==> config.mk <==
export PLATFORM = sky130hd
export DESIGN_NAME = baseline_scheduler
export DESIGN_NICKNAME = d
export VERILOG_FILES = /design/src/rtl/baseline_sched_pkg.sv /design/src/rtl/baseline_accumulator.sv /design/src/rtl/baseline_scheduler.sv
export SDC_FILE = /design/constraint.sdc
export NUM_CORES = 1
export LEC_CHECK = 0
export BUFFER_PORTS_ARGS = -buffer_cell sky130_fd_sc_hd__buf_2
export CAP_MARGIN = 40
export CORE_UTILIZATION = 49
export DETAILED_ROUTE_END_ITERATION = 10
export PLACE_DENSITY_LB_ADDON = 0.08
export SYNTH_ARGS = -nofsm -noshare
export SYNTH_HDL_FRONTEND = slang
export SYNTH_SLANG_ARGS = --single-unit
==> constraint.sdc <==
create_clock -name clk -period 3.1 [get_ports clk]
set_input_delay 0.31 -clock clk [delete_from_list [all_inputs] [get_ports clk]]
set_output_delay 0.31 -clock clk [all_outputs]
set_load 0.02 [all_outputs]
==> src/rtl/baseline_sched_pkg.sv <==
// baseline_sched_pkg: shared state encoding and width helpers for the baseline scheduler
package baseline_sched_pkg;
  typedef enum logic [2:0] {IDLE, SELECT, SETTLE, ACCUM, LATCH, NEXT} sched_state_t;
  localparam int ACC_W_DEFAULT = 12 + 10;
  function automatic int ch_idx_w(input int n);
    return (n > 1) ? $clog2(n) : 1;
  endfunction
  function automatic int acc_w(input int width, input int avg_log2);
    return width + avg_log2;
  endfunction
endpackage

==> src/rtl/baseline_accumulator.sv <==
// baseline_accumulator: signed running sum with sample counter and reached-N flag
module baseline_accumulator #(
  parameter int WIDTH = 12,
  parameter int AVG_LOG2 = 10
) (
  input  logic                               clk,
  input  logic                               reset,
  input  logic                               clear,
  input  logic                               add_en,
  input  logic [WIDTH-1:0]                   data,
  output logic signed [WIDTH+AVG_LOG2-1:0]   sum,
  output logic [AVG_LOG2:0]                  count,
  output logic                               full
);
  assign full = count[AVG_LOG2];
  always_ff @(posedge clk) begin
    if (reset || clear) begin
      sum <= '0;
      count <= '0;
    end else if (add_en) begin
      sum <= sum + {{AVG_LOG2{data[WIDTH-1]}}, data};
      count <= count + 1'b1;
    end
  end
endmodule

==> src/rtl/baseline_scheduler.sv <==
// baseline_scheduler: round-robin shared baseline averager; BASELINE_SCHED_ROUNDING_EN selects round-half-up
module baseline_scheduler
  import baseline_sched_pkg::*;
#(
  parameter int WIDTH = 12,
  parameter int NCH = 4,
  parameter int AVG_LOG2 = 10
) (
  input  logic                     clk,
  input  logic                     reset,
  input  logic                     sample_en,
  input  logic                     start,
  input  logic                     abort,
  input  logic                     continuous,
  input  logic [15:0]              settle_samples,
  input  logic [NCH-1:0]           ch_enable,
  input  logic [NCH*WIDTH-1:0]     data_in,
  output logic [NCH*WIDTH-1:0]     baseline_out,
  output logic [NCH-1:0]           baseline_valid,
  output logic [$clog2(NCH)-1:0]   cur_ch,
  output logic                     busy,
  output logic                     pass_done,
  output logic                     cfg_error
);
  localparam int IW = ch_idx_w(NCH);
  localparam int ACC_W = acc_w(WIDTH, AVG_LOG2);
  sched_state_t state, state_n;
  logic [IW:0] ptr;
  logic [15:0] settle_cnt;
  logic found;
  logic [IW-1:0] pick;
  logic signed [ACC_W-1:0] sum;
  logic [AVG_LOG2:0] count;
  logic full;
  logic [NCH-1:0][WIDTH-1:0] base_q;
  logic [WIDTH-1:0] mean;
  assign busy = state != IDLE;
  assign baseline_out = base_q;
  baseline_accumulator #(.WIDTH(WIDTH), .AVG_LOG2(AVG_LOG2)) u_acc (
    .clk(clk),
    .reset(reset),
    .clear(state == SELECT),
    .add_en(state == ACCUM && sample_en && !count[AVG_LOG2]),
    .data(data_in[cur_ch*WIDTH +: WIDTH]),
    .sum(sum),
    .count(count),
    .full(full)
  );
`ifdef BASELINE_SCHED_ROUNDING_EN
  logic signed [ACC_W:0] rsum;
  logic [WIDTH:0] q;
  assign rsum = {sum[ACC_W-1], sum} + (ACC_W+1)'(1 << (AVG_LOG2 - 1));
  assign q = (WIDTH+1)'(rsum >>> AVG_LOG2);
  assign mean = (q[WIDTH] == q[WIDTH-1]) ? q[WIDTH-1:0] : {q[WIDTH], {(WIDTH-1){~q[WIDTH]}}};
`else
  assign mean = WIDTH'(sum >>> AVG_LOG2);
`endif
  // lowest enabled channel at or above the scan pointer
  always_comb begin
    found = 1'b0;
    pick = '0;
    for (int k = NCH - 1; k >= 0; k--)
      if (ch_enable[k] && (IW+1)'(k) >= ptr) begin
        found = 1'b1;
        pick = IW'(k);
      end
  end
  always_comb begin
    state_n = state;
    case (state)
      IDLE:    state_n = (start && ch_enable != '0) ? SELECT : IDLE;
      SELECT:  state_n = found ? SETTLE : NEXT;
      SETTLE:  state_n = (settle_cnt == settle_samples) ? ACCUM : SETTLE;
      ACCUM:   state_n = full ? LATCH : ACCUM;
      LATCH:   state_n = SELECT;
      NEXT:    state_n = continuous ? SELECT : IDLE;
      default: state_n = IDLE;
    endcase
    if (abort) state_n = IDLE;
  end
  always_ff @(posedge clk) begin
    if (reset) begin
      state <= IDLE;
      ptr <= '0;
      cur_ch <= '0;
      settle_cnt <= '0;
      base_q <= '0;
      baseline_valid <= '0;
      pass_done <= 1'b0;
      cfg_error <= 1'b0;
    end else begin
      state <= state_n;
      pass_done <= state_n == NEXT;
      if (state == IDLE && start && !abort) cfg_error <= ch_enable == '0;
      if (state == IDLE || state == NEXT) ptr <= '0;
      if (state == SELECT) begin
        settle_cnt <= '0;
        if (found) cur_ch <= pick;
      end
      if (state == SETTLE && sample_en && settle_cnt != settle_samples) settle_cnt <= settle_cnt + 16'd1;
      if (state == LATCH && !abort) begin
        base_q[cur_ch] <= mean;
        baseline_valid[cur_ch] <= 1'b1;
        ptr <= (IW+1)'(cur_ch) + 1'b1;
      end
    end
  end
endmodule

======== After elaboration in Yosys (flattened, before gate mapping) ========
Index checks and enable logic that the tools add are counted.
storage, ports and cells
  bits of input ports ..................... 74
  memories ................................ 0
  word-level logic and storage cells ...... 82
  output and inout bits ................... 57
  bits in read-only memories .............. 0
  RAM bits ................................ 0
  bits in registers ....................... 111
  bits in latches ......................... 0
cells by class
  magnitude comparators ................... 6
  multipliers ............................. 1
  bitwise logic cells ..................... 1
  muxes and demuxes ....................... 24
  add/subtract/negate cells ............... 4
  divide/modulo/power cells ............... 0
  eq/ne operators ......................... 8
  shift operators ......................... 1
  reduce and logical (&&, ||, !) cells .... 24
operators with widths
  kind                   count
  $bwmux 48              1
  $shiftx 48x7->12       1
  $mux 16                2
  $demux 12 s2           1
  $add 22x22->22         1
  $pmux 3 s6             1
  $add 16x1->16 const B  1
  $eq 16x16->1           1
  $ne 16x16->1           1
  $mux 3                 5
  $logic_and 1x1->1      13
  $mux 12                1
  $add 11x1->11 const B  1
  $eq 3x3->1 const B     3
  $mux 1                 8
  $mux 2                 4
  $eq 3x2->1 const B     2
  $ge 1x3->1 const A     2
  $ge 2x3->1 const A     2
  $logic_not 4->1        1
  $mul 2x2->4 const B    1
  $or 4x4->4             1
  $reduce_bool 2->1      2
  $reduce_bool 4->1      1
  other kinds (10)       12

======== Logic depth before layout (Yosys ltp) ========
Gate-level depths: netlist (run 1).
  depth in word-level cells ............... 10
  gate-level depth with buffers ........... 12
  gate-level depth less buffers ........... 10

======== Modules after synthesis ========
A second synthesis (run 1) with hierarchy kept.
unflattened totals
  cells, all modules ...................... 723
  area total of the unflattened synthesis .. 6068.3 um2
by module, submodules not included
  module                cells an instance  instances  seq. area each (um2)  area an instance (um2)
  baseline_scheduler    444                1          1561.5                3777.4
  baseline_accumulator  279                1          660.6                 2290.9

======== Worst setup path after synthesis (run 1) ========
OpenSTA, ideal clock, no wires.
  kind .................................... register -> register
  start point ............................. register cur_ch[0]
  end point ............................... register u_acc.sum[15]
  required time ........................... 2.980 ns
  setup slack ............................. -0.342 ns
  arrival ................................. 3.322 ns
  setup time .............................. 0.120 ns
  path buffers ............................ 3
  cell stages (with the launch flop) ...... 13
  clock period less this slack ............ 3.442 ns
  path through ............................ dfxtp_1 > clkbuf_1 > buf_2 > mux4_2 > ha_1 > buf_6 > a211oi_2 > nor2_1 > o41a_1 > or2_4 > a311oi_1 > or3_1 > nand3_1
on the way
  word-level cells in the longest chain between the ends .. 3
RTL lines
  item                    RTL line                    text
  start, declared         baseline_scheduler.sv:20    output logic [$clog2(NCH)-1:0] cur_ch,
  start signal, assigned  baseline_scheduler.sv:98    if (found) cur_ch <= pick;
  $mul 2x2->4             baseline_scheduler.sv:44    .data(data_in[cur_ch*WIDTH +: WIDTH]),
  $shiftx 48x7->12        baseline_scheduler.sv:44
  $add 22x22->22          baseline_accumulator.sv:21  sum <= sum + {{AVG_LOG2{data[WIDTH-1]}}, data};
  end signal, assigned    baseline_accumulator.sv:21
  end, declared           baseline_accumulator.sv:11  output logic signed [WIDTH+AVG_LOG2-1:0] sum,
Every way passes these cells.
A chain may end at the register's enable or synchronous reset.

======== Final worst setup path (run 1) ========
  start point ............................. register cur_ch[0]
  end point ............................... register u_acc.sum[13]
The elaborated chain is that of the path after synthesis.

==> impl_summary.md, run 1 <==
Placement
The routability-driven placement congestion ratio is 0.900. The worst setup slack before clock tree synthesis is 0.0405 ns. The total of buffers placed on input and output ports is 130. Once placement finished, the instance area stood at 6620 um^2. After detailed placement, the design holds a cell count of 963. Once detailed placement completed, the half-perimeter wirelength came to 10800 um.

Synthesis
The per-instance average area after synthesis is 8.18 um^2. Of the synthesized area, sequential elements account for 37.7%. The number of warnings printed during yosys synthesis is 0.

The basic-gate share of the synthesized area counting and, or, nand and nor cells is 24.4%. The unique cell type count in the Yosys netlist is 64. The synthesized design contains 111 register bits. The share of synthesized cell area in full adder, half adder and majority cells is 6.06%. The cell count after synthesis is 721. Of all cell types, the one taking the most synthesized area is sky130_fd_sc_hd__dfxtp_1. The summed instance area of the synthesized netlist is 5900 um^2. The main combinational cell family by area after synthesis is simple AND/OR/NAND/NOR gates. After synthesis, the share of flip-flops with an asynchronous set or reset is 0%. After synthesis, the cell types taking the most area are sky130_fd_sc_hd__dfxtp_1, sky130_fd_sc_hd__nand2_1, sky130_fd_sc_hd__a21oi_1. In the synthesized netlist the dominant register cell turns out to be sky130_fd_sc_hd__dfxtp_1. The mux cell area share after synthesis is 5.87%. The post-synthesis net count is 823. The area fraction in compound gates after synthesis is 16.3%. The synthesized netlist devotes 5.64% of its cell area to XOR and XNOR gates. The number of enable-type register cells in the synthesized netlist is 0. The share of Yosys cell area claimed by the top area cell type is 37.7%.

CTS
The later pin in the worst-skew pair is clocked with a latency of 0.36 ns. The H-tree generated during clock tree synthesis spans 3 levels. The number of buffers on the longest clock path is 2. Buffers inserted to repair hold after CTS numbered 0.

The clock tree root driver cell is sky130_fd_sc_hd__clkbuf_16. The number of buffers inserted during clock tree synthesis is 9. The clock slew seen by the registers of the worst setup and hold paths is 0.07 ns.

The number of sinks on the clock net is 111. The clock tree from TritonCTS is built.

Routing
In the routed layout, each cell is associated on average with a via count of 5.67. In this run the remaining antenna-violating nets after routing total 0. In this run, the number of DRC markers left after iteration 0 of detailed routing was 298. The post-route DRC violation count is 9.

The first detailed-routing pass took 8 iterations. Dividing the detail-routed wire length by the instance count gives 15.1 um. The final layout contains routed wiring with a total length of 14700 um. The routed layout has 5559 vias.

STA
For this run, the top clock speed supported by timing is 0.340 GHz. The final critical path takes up 94.9% of the cycle. The worst path setup slack after routing is 0.159 ns. The transition at the pin with the smallest max-transition slack is 0.811 ns.

The clock period minus final worst setup slack is 2.94 ns. The final-report max-slew violation count is 0. On the final layout, the worst clock skew is 0.00844 ns. The count of final hold-check violations is 0.

In this run the tightest slew margin relative to its limit is 45.9%. The total setup violations reported at the end of the flow is 0.

Outcome
The checks that failed: design-rule violations. The run finished, with violations left.

Global route
The number of antenna violations at the first check in global routing was 0. The remaining global-route overflow is 0. The global-route wire length before repair is 24400 um. The largest net degree at the start of global routing is 79. The total global-route track usage is 24.0%. The number of global-route vias before repair is 5206.

Critical path
The worst endpoint required time is 3.39 ns. The kind of cell with the highest combined delay along the critical path is simple AND/OR/NAND/NOR gates. The combined buffer and inverter count along the critical path is 1. The largest stage delay on the critical path is 0.50 ns. The critical path in this run is classified as register to register. The worst setup path is launched from a register. STA classifies the critical path endpoint as a register.

The signal arrival time at the worst endpoint is 3.23 ns. The slowest stage of the critical path is the sky130_fd_sc_hd__mux4_2 cell. The cell occurring most often along the worst timing path is sky130_fd_sc_hd__or3_1. The startpoint identified for the worst register-to-register timing path is cur_ch[0]. In this run the worst path has a maximum fanout of 12.

The critical path goes through buf_12 > mux4_2 > ha_1 > nand3_1 > or3_1 > o21ai_2 > or2_4 > a21oi_1 > or3_1 > a31oi_1. The timing startpoint of the critical path is cur_ch[0].

Floorplanning
The floorplan has 39 rows. The die width is 112 um. The die area is 12500 um^2.

The die is 112 um tall. The initial standard-cell utilization of the core is 51.0%. During I/O placement, the number of pins put on the boundary was 131. The core area is 11600 um^2.

Min path
The worst min-delay path category is input port to register. The worst hold path startpoint is abort.

Layout
The count of nets after finishing is 934. The final instance count without filler cells is 980. The library cell used most frequently in the layout, excluding fill and tap cells, is sky130_fd_sc_hd__nand2_1. Summing all non-filler instances in the final layout gives an area of 6990 um^2. From synthesis to final layout, the design area changed by 18.4%.

0 antenna diodes ended up in the layout. The fraction of final layout cells sized beyond drive strength 1 is 23.1%. The library cells used most frequently in the layout, excluding fill and tap cells, are sky130_fd_sc_hd__nand2_1, sky130_fd_sc_hd__buf_2, sky130_fd_sc_hd__dfxtp_1, sky130_fd_sc_hd__a21oi_1, sky130_fd_sc_hd__nor2_1.

The final design utilization is 60.4%. The fill cell total of the finished layout is 1064.

Job
The number of maximum-capacitance constraint violations is 0.

Power and ir drop
The peak ir drop on the vdd network is 0.409 mV. The leakage power is 0.00291 uW. For this design the ratio of total power to cell area is 404 nW/um^2. The sum of internal, switching and leakage power is 2820 uW.
cells in the mapped netlist, types with 4 or more instances:
cell type	instances
sky130_fd_sc_hd__nand2_1	151
sky130_fd_sc_hd__dfxtp_1	111
sky130_fd_sc_hd__a21oi_1	91
sky130_fd_sc_hd__nor2_1	60
sky130_fd_sc_hd__xor2_1	32
sky130_fd_sc_hd__ha_1	27
sky130_fd_sc_hd__clkbuf_1	22
sky130_fd_sc_hd__o21ai_0	22
sky130_fd_sc_hd__nand3_1	20
sky130_fd_sc_hd__buf_2	12
sky130_fd_sc_hd__mux4_2	12
sky130_fd_sc_hd__nor3_1	12
sky130_fd_sc_hd__inv_1	11
sky130_fd_sc_hd__nor4_1	10
sky130_fd_sc_hd__a31oi_1	9
sky130_fd_sc_hd__and2_1	9
sky130_fd_sc_hd__or3_1	9
sky130_fd_sc_hd__a21o_1	7
sky130_fd_sc_hd__and3_1	6
sky130_fd_sc_hd__nand4_1	6
sky130_fd_sc_hd__xnor2_1	6
sky130_fd_sc_hd__mux2_2	5
sky130_fd_sc_hd__nand2b_1	5
sky130_fd_sc_hd__a211oi_1	4
sky130_fd_sc_hd__and4_1	4
worst paths after layout:
path / slack (ns) / cells after the start / to
worst min register to register: 0.45 / 2 / baseline_out[18]
worst max-delay path: 0.16 / 10 / u_acc.sum[13]
worst min-delay path: 0.23 / 2 / state[1]
worst max register to register: 0.16 / 10 / u_acc.sum[13]
per-stage QoR:
stage / hold WS, ns / setup TNS, ns
global placement: 0.438 / 0
CTS: 0.216 / 0
floorplan: 0.387 / 0
finish: 0.230 / 0
global route: 0.241 / -0.0125
detailed placement: 0.443 / 0
what timing repair did:
action                                 CTS  global route
gates resized for setup                  0             9
setup buffers                            0             0
endpoints found under the hold margin    0             0
setup endpoints to repair                0             9
power breakdown:
group          switching [uW]  internal, uW  total, uW
registers                4.43          1430       1430
logic                     143           112        256
clock network             571           566       1140
kinds of logic (layout without fill, tap and decap cells):
| logic type | Yosys count | after routing |
|---|---|---|
| AND/OR/NAND/NOR | 311 | 311 |
| AO/OA/AOI/OAI | 162 | 162 |
| flip-flops | 111 | 111 |
| buffers and inverters | 52 | 167 |
| XOR/XNOR | 38 | 38 |
| adder cells (fa/ha/maj) | 28 | 28 |
| multiplexers | 19 | 20 |
cell type report:
cell class	instances	area, um^2	area share, %
clock buffers	9	225	3.22
well taps	143	179	2.56
multi-input cells	559	3520	50.3
repair buffers	140	738	10.6
clock inverters	7	63.8	0.913
flip-flops and latches	111	2220	31.8
inverters	11	41.3	0.591
flip-flops by register name (all words and copies together) (netlist names), 2 cells and up:
signal / count
settle_cnt: 16
u_acc.sum: 22
cur_ch: 2
state: 3
baseline_valid: 4
baseline_out: 48
u_acc.count: 11
ptr: 3
routing by layer:
layer	track usage [%]	vias to the layer above	wire length, um
met5	0	-	0
met4	7.66	0	300
met3	6.10	28	847
met2	39.9	160	6910
met1	30.3	2627	6690
li1	-	2744	-
Power figures use the tool's default switching activity.
==> run 2, diff against run 1 <==
--- a/config.mk
+++ b/config.mk
@@ -7,6 +7,7 @@
 export LEC_CHECK = 0
 export BUFFER_PORTS_ARGS = -buffer_cell sky130_fd_sc_hd__buf_2
 export CAP_MARGIN = 40
+export CORE_MARGIN = 8
 export CORE_UTILIZATION = 49
 export DETAILED_ROUTE_END_ITERATION = 10
 export PLACE_DENSITY_LB_ADDON = 0.08
==> run 2 against run 1 <==
  * The flow now finishes without violations
  * Clock-buffer cell count unchanged
  * Non-clock buffer count is 3 higher
  * Hold slack improved by 0.0023 ns
  * Critical path depth stayed put
  * Design area rose by 0.79%
  * Die area increased by 27%
  * Largest cell class unchanged
  * Worst setup slack got worse by 0.010 ns
  * Via count is 2.1% lower
  * Cell count grew 0.71%
  * Register-to-register slack about the same
  * Sequential share of layout area fell by 0.21 points
  * Clock power barely moved
==> impl_summary.md, run 2 (synthesized netlist as in run 1, its figures left out) <==
Power and ir drop
The cell area power density was 400 nW/um^2 (was 404 nW/um^2). The design internal power came to 2110 uW (was 2100 uW). The leakage power is 0.00291 uW (about the same). The sum of internal, switching and leakage power came to 2820 uW (about the same). The share of power burned in the clock network came to 40.0% (was 40.3%).

The share of total power in combinational logic is 9.2% (was 9.0%). The portion of total power attributed to sequential cells came to 50.8% (was 50.7%). The switching share of power was 25.2% (was 25.5%). The peak ir drop on the vdd network was 0.253 mV (was 0.409 mV). The net load switching power is 710 uW (was 719 uW).

CTS
The H-tree depth is 3 (unchanged). The number of buffers on the longest clock path was 2 (unchanged). The clock tree from TritonCTS is built (unchanged). The clock slew seen by the registers of the worst setup and hold paths is 0.07 ns (about the same). The quantity of hold-fixing buffers added after cts was 0 (unchanged). The number of sinks on the clock net is 111 (unchanged). The clock insertion delay at the later pin of the skew report is 0.35 ns (was 0.36 ns). The clock tree root driver cell is sky130_fd_sc_hd__clkbuf_16 (unchanged). The number of buffers inserted during clock tree synthesis is 9 (unchanged).

Placement
The routability-driven placement congestion ratio is 0.850 (was 0.900). The half-perimeter wire length of the detailed placement result came to 11600 um (was 10800 um). The number of placed instances with taps included is 969 (was 963). The total of buffers placed on input and output ports is 130 (unchanged). The worst setup slack before clock tree synthesis is 0.00880 ns (was 0.0405 ns).

STA
The count of final hold-check violations is 0 (unchanged). The timing-limited maximum frequency is 0.339 GHz (was 0.340 GHz). The clock period minus final worst setup slack is 2.95 ns (was 2.94 ns). The portion of the clock cycle consumed by the worst path in the final layout is 95.2% (was 94.9%). The final-report max-slew violation count is 0 (unchanged). The total setup violations reported at the end of the flow is 0 (unchanged). The transition at the pin with the smallest max-transition slack came to 0.819 ns (was 0.811 ns). The worst clock skew on the final layout came to 0.00858 ns (was 0.00844 ns).

The worst path setup slack after routing is 0.149 ns (was 0.159 ns). The worst slew margin relative to its limit was 45.4% (was 45.9%).

Routing
The number of vias per cell after detailed routing was 5.52 (was 5.67). The detailed-routing iteration count for the pre-antenna-repair pass is 5 (was 8). The average wire per standard cell came to 15.9 um (was 15.1 um).

The routed wire length came to 15700 um (was 14700 um). The post-route DRC violation count is 0 (was 9). The number of nets with antenna violations after routing is 0 (unchanged). The first-iteration detailed-routing DRC count was 308 (was 298). The number of vias in the routed layout came to 5444 (was 5559).

Layout
The final design utilization was 59.4% (was 60.4%). The flip-flop count of the largest register after layout is 48 (unchanged). The most common cell after layout, fill and taps aside is sky130_fd_sc_hd__nand2_1 (unchanged).

Commonest cells after routing, fill and taps aside: sky130_fd_sc_hd__nand2_1, sky130_fd_sc_hd__buf_2, sky130_fd_sc_hd__dfxtp_1, sky130_fd_sc_hd__a21oi_1, sky130_fd_sc_hd__nor2_1 (unchanged). The synthesis-to-layout area growth is 19.4% (was 18.4%). The count of nets after finishing is 937 (was 934). The flip-flop and latch area came to 2230 um^2 (was 2220 um^2). The fill cell total of the finished layout is 1114 (was 1064).

The antenna cell count is 0 (unchanged). The multi-input gate area in the final layout came to 3530 um^2 (was 3520 um^2). The fraction of final layout cells sized beyond drive strength 1 is 23.9% (was 23.1%). The final instance count without filler cells is 987 (was 980).

Job
The number of maximum-capacitance constraint violations is 0 (unchanged).

Floorplanning
The vertical die dimension is 126 um (was 112 um). The die width is 126 um (was 112 um). The die area is 15800 um^2 (was 12500 um^2). The site row count is 40 (was 39). The initial standard-cell utilization of the core is 49.7% (was 51.0%). The core area came to 11900 um^2 (was 11600 um^2).

The I/O pin count was 131 (unchanged).

Min path
The worst hold path startpoint is abort (unchanged). The worst min-delay path category is input port to register (unchanged).

Global route
The remaining global-route overflow is 0 (unchanged). The global-route met1 utilization came to 23.5% (was 30.3%). The number of global-route vias before repair came to 5398 (was 5206). The total global-route track usage was 19.1% (was 24.0%).

The most used routing layer was met2 (unchanged). The met3 usage in global routing is 4.26% (was 6.10%). The global routing usage on met2 is 32.5% (was 39.9%). The global-route wire length before repair was 25300 um (was 24400 um). The number of antenna violations at the first check in global routing is 0 (unchanged). The largest net degree at the start of global routing is 79 (unchanged).

Critical path
The type of the worst setup path is register to register (unchanged). The signal arrival time at the worst endpoint was 3.23 ns (about the same). The peak fanout along the critical path is 12 (unchanged). The cell at the slowest stage of the critical path is sky130_fd_sc_hd__mux4_2 (unchanged). The timing startpoint of the critical path was cur_ch[0] (unchanged). The largest stage delay on the critical path is 0.52 ns (was 0.50 ns). The start of the worst register-to-register path was cur_ch[0] (unchanged). The cell occurring most often along the worst timing path is sky130_fd_sc_hd__or3_1 (unchanged). The launching element type of the critical path is a register (unchanged). The endpoint class of the critical path is a register (unchanged).

Sequence of cells on the critical path: buf_12 > mux4_2 > ha_2 > nand3_1 > or3_1 > o21ai_2 > or2_4 > a21oi_1 > or3_1 > a31oi_1 (was buf_12 > mux4_2 > ha_1 > nand3_1 > or3_1 > o21ai_2 > or2_4 > a21oi_1 > or3_1 > a31oi_1). The worst endpoint required time was 3.38 ns (was 3.39 ns).

Outcome
Result of the run: finished, final reports clean (was finished with violations).
==> run 2: layout make-up <==
class	instances	area share (%)
flip-flops and latches	111	31.6
well taps	147	2.61
inverters	11	0.586
clock buffers	9	3.20
repair buffers	143	10.9
clock inverters	7	0.959
multi-input cells	559	50.2
==> run 2: worst paths after layout <==
check                                         to  slack (ns)  cells past startpoint
worst max-delay path               u_acc.sum[13]        0.15                     10
worst min-delay path                    state[1]        0.23                      2
worst max register to register     u_acc.sum[13]        0.15                     10
worst min register to register  baseline_out[18]        0.45                      2
==> run 2: repair_timing <==
item	in CTS	in global routing
gates resized for setup	1	15
setup endpoints to repair	1	10
gates cloned	0	1
setup buffers	0	1
==> run 2: power by group through the flow <==
stage | logic, uW | clock network (uW) | registers [uW]
floorplan | 158 | 0 | 1460
global placement | 240 | 0 | 1460
detailed placement | 244 | 0 | 1460
CTS | 245 | 1160 | 1430
global route | 284 | 1210 | 1430
finish | 259 | 1130 | 1430
==> run 2: worst max-delay path, delay by kind of cell (launching register included) <==
kind / cells / cell delay [ns]
buffers and inverters: 1 / 0.16
adder cells (fa/ha/maj): 1 / 0.41
flip-flops: 1 / 0.39
multiplexers: 1 / 0.52
AND/OR/NAND/NOR: 4 / 0.97
AO/OA/AOI/OAI: 3 / 0.43
==> run 2: through the flow <==
| stage | hold WS, ns | setup TNS, ns | cell area [um^2] |
|---|---|---|---|
| finish | 0.232 | 0 | 7040 |
| floorplan | 0.387 | 0 | 5910 |
| global route | 0.245 | -0.00228 | 7040 |
| CTS | 0.220 | 0 | 6940 |
| detailed placement | 0.445 | 0 | 6640 |
| global placement | 0.439 | 0 | 6640 |
==> run 2: routing by layer <==
metal | routed length (um) | vias up
met5 | 0 | -
met4 | 230 | 0
met3 | 931 | 14
met2 | 7410 | 133
met1 | 7080 | 2536
li1 | - | 2761
==> run 3, diff against run 2 <==
--- a/config.mk
+++ b/config.mk
@@ -7,8 +7,7 @@
 export LEC_CHECK = 0
 export BUFFER_PORTS_ARGS = -buffer_cell sky130_fd_sc_hd__buf_2
 export CAP_MARGIN = 40
-export CORE_MARGIN = 8
-export CORE_UTILIZATION = 49
+export CORE_UTILIZATION = 59
 export DETAILED_ROUTE_END_ITERATION = 10
 export PLACE_DENSITY_LB_ADDON = 0.08
 export SYNTH_ARGS = -nofsm -noshare
==> constraint.sdc (replaced) <==
create_clock -name clk -period 3.7 [get_ports clk]
set_input_delay 0.37 -clock clk [delete_from_list [all_inputs] [get_ports clk]]
set_output_delay 0.37 -clock clk [all_outputs]
set_load 0.02 [all_outputs]
==> run 3 against run 2 <==
  * Sequential power decreased by 16%
  * Critical path depth unchanged
  * Combinational power decreased by 22%
  * Wire length decreased by 9.2%
  * Design area decreased by 3.6%
  * Critical endpoint is now u_acc.sum[18]
==> impl_summary.md, run 3 (synthesized netlist as in run 1, its figures left out) <==
Routing
The post-route DRC violation count was 0 (unchanged). The number of vias per cell after detailed routing is 5.71 (was 5.52). The average wire per standard cell was 14.7 um (was 15.9 um). The number of vias in the routed layout is 5517 (was 5444). The first-iteration detailed-routing DRC count is 244 (was 308). The detailed-routing iteration count for the pre-antenna-repair pass is 6 (was 5). The routed wire length is 14200 um (was 15700 um). The number of nets with antenna violations after routing is 0 (unchanged).

Job
The number of maximum-capacitance constraint violations was 0 (unchanged).

STA
The count of final hold-check violations came to 0 (unchanged). The setup total negative slack came to 0 ns (unchanged). The final-report max-slew violation count was 0 (unchanged).

The total setup violations reported at the end of the flow is 0 (unchanged). The portion of the clock cycle consumed by the worst path in the final layout is 88.0% (was 95.2%). The worst clock skew on the final layout is 0.0140 ns (was 0.00858 ns). The transition at the pin with the smallest max-transition slack is 0.810 ns (was 0.819 ns). The worst slew margin relative to its limit is 45.9% (was 45.4%). Setup repair after global routing left no endpoint under its margin. The post-route worst hold slack is 0.265 ns (was 0.232 ns).

The clock period minus final worst setup slack is 3.26 ns (was 2.95 ns). The worst path setup slack after routing was 0.443 ns (was 0.149 ns). The timing-limited maximum frequency was 0.307 GHz (was 0.339 GHz).

Placement
The worst setup slack before clock tree synthesis is 0.468 ns (was 0.00880 ns). The routability-driven placement congestion ratio is 0.961 (was 0.850). The number of placed instances with taps included is 951 (was 969). The half-perimeter wire length of the detailed placement result came to 10500 um (was 11600 um).

The total of buffers placed on input and output ports is 130 (unchanged).

Global route
The global-route wire length before repair is 22700 um (was 25300 um). The largest net degree at the start of global routing was 78 (was 79). The number of global-route vias before repair is 4815 (was 5398). The number of antenna violations at the first check in global routing is 0 (unchanged).

The total global-route track usage is 27.5% (was 19.1%). The remaining global-route overflow is 0 (unchanged).

Floorplanning
The die area was 10400 um^2 (was 15800 um^2). The site row count is 36 (was 40). The initial standard-cell utilization of the core is 60.6% (was 49.7%).

The I/O pin count is 131 (unchanged). The vertical die dimension is 102 um (was 126 um). The core area is 9730 um^2 (was 11900 um^2). The die width is 102 um (was 126 um).

Power and ir drop
The leakage power is 0.00285 uW (was 0.00291 uW). The peak ir drop on the vdd network was 0.199 mV (was 0.253 mV). The cell area power density was 321 nW/um^2 (was 400 nW/um^2).

CTS
The clock tree from TritonCTS is built (unchanged). The clock slew seen by the registers of the worst setup and hold paths is 0.12 ns (was 0.07 ns). The number of buffers on the longest clock path came to 2 (unchanged).

The number of sinks on the clock net is 111 (unchanged). The setup fix buffers added after clock tree synthesis came to 0 (unchanged). The clock insertion delay at the later pin of the skew report was 0.38 ns (was 0.35 ns).

The clock tree root driver cell is sky130_fd_sc_hd__clkbuf_8 (was sky130_fd_sc_hd__clkbuf_16). The number of gates resized after cts is 0 (was 1). The number of buffers inserted during clock tree synthesis came to 9 (unchanged). The H-tree depth is 3 (unchanged). The quantity of hold-fixing buffers added after cts came to 0 (unchanged).

Layout
The antenna cell count is 0 (unchanged). The final instance count without filler cells is 967 (was 987). The fraction of final layout cells sized beyond drive strength 1 is 21.9% (was 23.9%). Commonest cells after routing, fill and taps aside: sky130_fd_sc_hd__nand2_1, sky130_fd_sc_hd__buf_2, sky130_fd_sc_hd__dfxtp_1, sky130_fd_sc_hd__a21oi_1, sky130_fd_sc_hd__nor2_1 (unchanged). The flip-flop count of the largest register after layout came to 48 (unchanged). The most common cell after layout, fill and taps aside was sky130_fd_sc_hd__nand2_1 (unchanged). The count of nets after finishing is 931 (was 937). The synthesis-to-layout area growth is 15.1% (was 19.4%).

Critical path
The start of the worst register-to-register path is cur_ch[0] (unchanged). The type of the worst setup path is register to register (unchanged). Sequence of cells on the critical path: buf_4 > mux4_2 > fa_1 > a21oi_1 > o221ai_2 > nor3_1 > o31ai_2 > a21boi_1 > mux2i_1 > o22ai_1 (was buf_12 > mux4_2 > ha_2 > nand3_1 > or3_1 > o21ai_2 > or2_4 > a21oi_1 > or3_1 > a31oi_1). The peak fanout along the critical path came to 7 (was 12).

The cell at the slowest stage of the critical path is sky130_fd_sc_hd__dfxtp_1 (was sky130_fd_sc_hd__mux4_2). The signal arrival time at the worst endpoint is 3.53 ns (was 3.23 ns). The largest stage delay on the critical path is 0.57 ns (was 0.52 ns).

The kind of cell adding the most delay to the critical path is compound AO/OA/AOI/OAI gates (was simple AND/OR/NAND/NOR gates). The launching element type of the critical path is a register (unchanged). The combined buffer and inverter count along the critical path is 1 (unchanged). The endpoint class of the critical path is a register (unchanged). The timing startpoint of the critical path is cur_ch[0] (unchanged). The worst endpoint required time was 3.97 ns (was 3.38 ns).

Min path
The worst hold path startpoint is abort (unchanged). The worst min-delay path category is input port to register (unchanged).

Outcome
Result of the run: finished, final reports clean (unchanged).
run 3: worst paths after layout:
path	end	slack, ns	depth (start not counted)
setup / recovery	u_acc.sum[18]	0.44	10
hold / removal	state[1]	0.26	2
setup reg to reg	u_acc.sum[18]	0.44	10
hold reg to reg	baseline_out[36]	0.46	2
run 3: power by group:
part           internal [uW]  switching [uW]
logic                   88.7             114
clock network            284             492
registers               1200            5.01
total                   1570             611
run 3: worst reg2reg max path, delay by kind of cell, from the launching register on:
| family | cells | cell delay, ns |
|---|---|---|
| multiplexers | 2 | 0.76 |
| adder cells (fa/ha/maj) | 1 | 0.45 |
| AO/OA/AOI/OAI | 5 | 0.90 |
| AND/OR/NAND/NOR | 1 | 0.22 |
| flip-flops | 1 | 0.57 |
| buffers and inverters | 1 | 0.24 |
run 3: stage by stage:
step                      utilization (%)  total power [uW]  area, um^2
after floorplan                         -              1360        5900
after global placement               67.6              1420        6580
after detailed placement             67.6              1430        6580
after CTS                            69.8              2190        6790
after global routing                 69.8              2260        6790
final                                69.8              2180        6790
run 3: layer usage:
| metal | up-vias | GRT usage [%] | part of all wire, % | routed length [um] |
|---|---|---|---|---|
| met2 | 172 | 46.8 | 48 | 6870 |
| li1 | 2732 | - | - | - |
| met5 | - | 0 | 0 | 0 |
| met3 | 24 | 4.86 | 5.7 | 810 |
| met1 | 2589 | 35.5 | 44 | 6280 |
| met4 | 0 | 8.46 | 1.8 | 259 |
run 3: cell type report:
class / instances / area [um^2]
flip-flops and latches: 111 / 2220
well taps: 133 / 166
repair buffers: 138 / 711
multi-input cells: 558 / 3440
clock inverters: 7 / 88.8
fillers: 827 / 2940
clock buffers: 9 / 124
inverters: 11 / 41.3
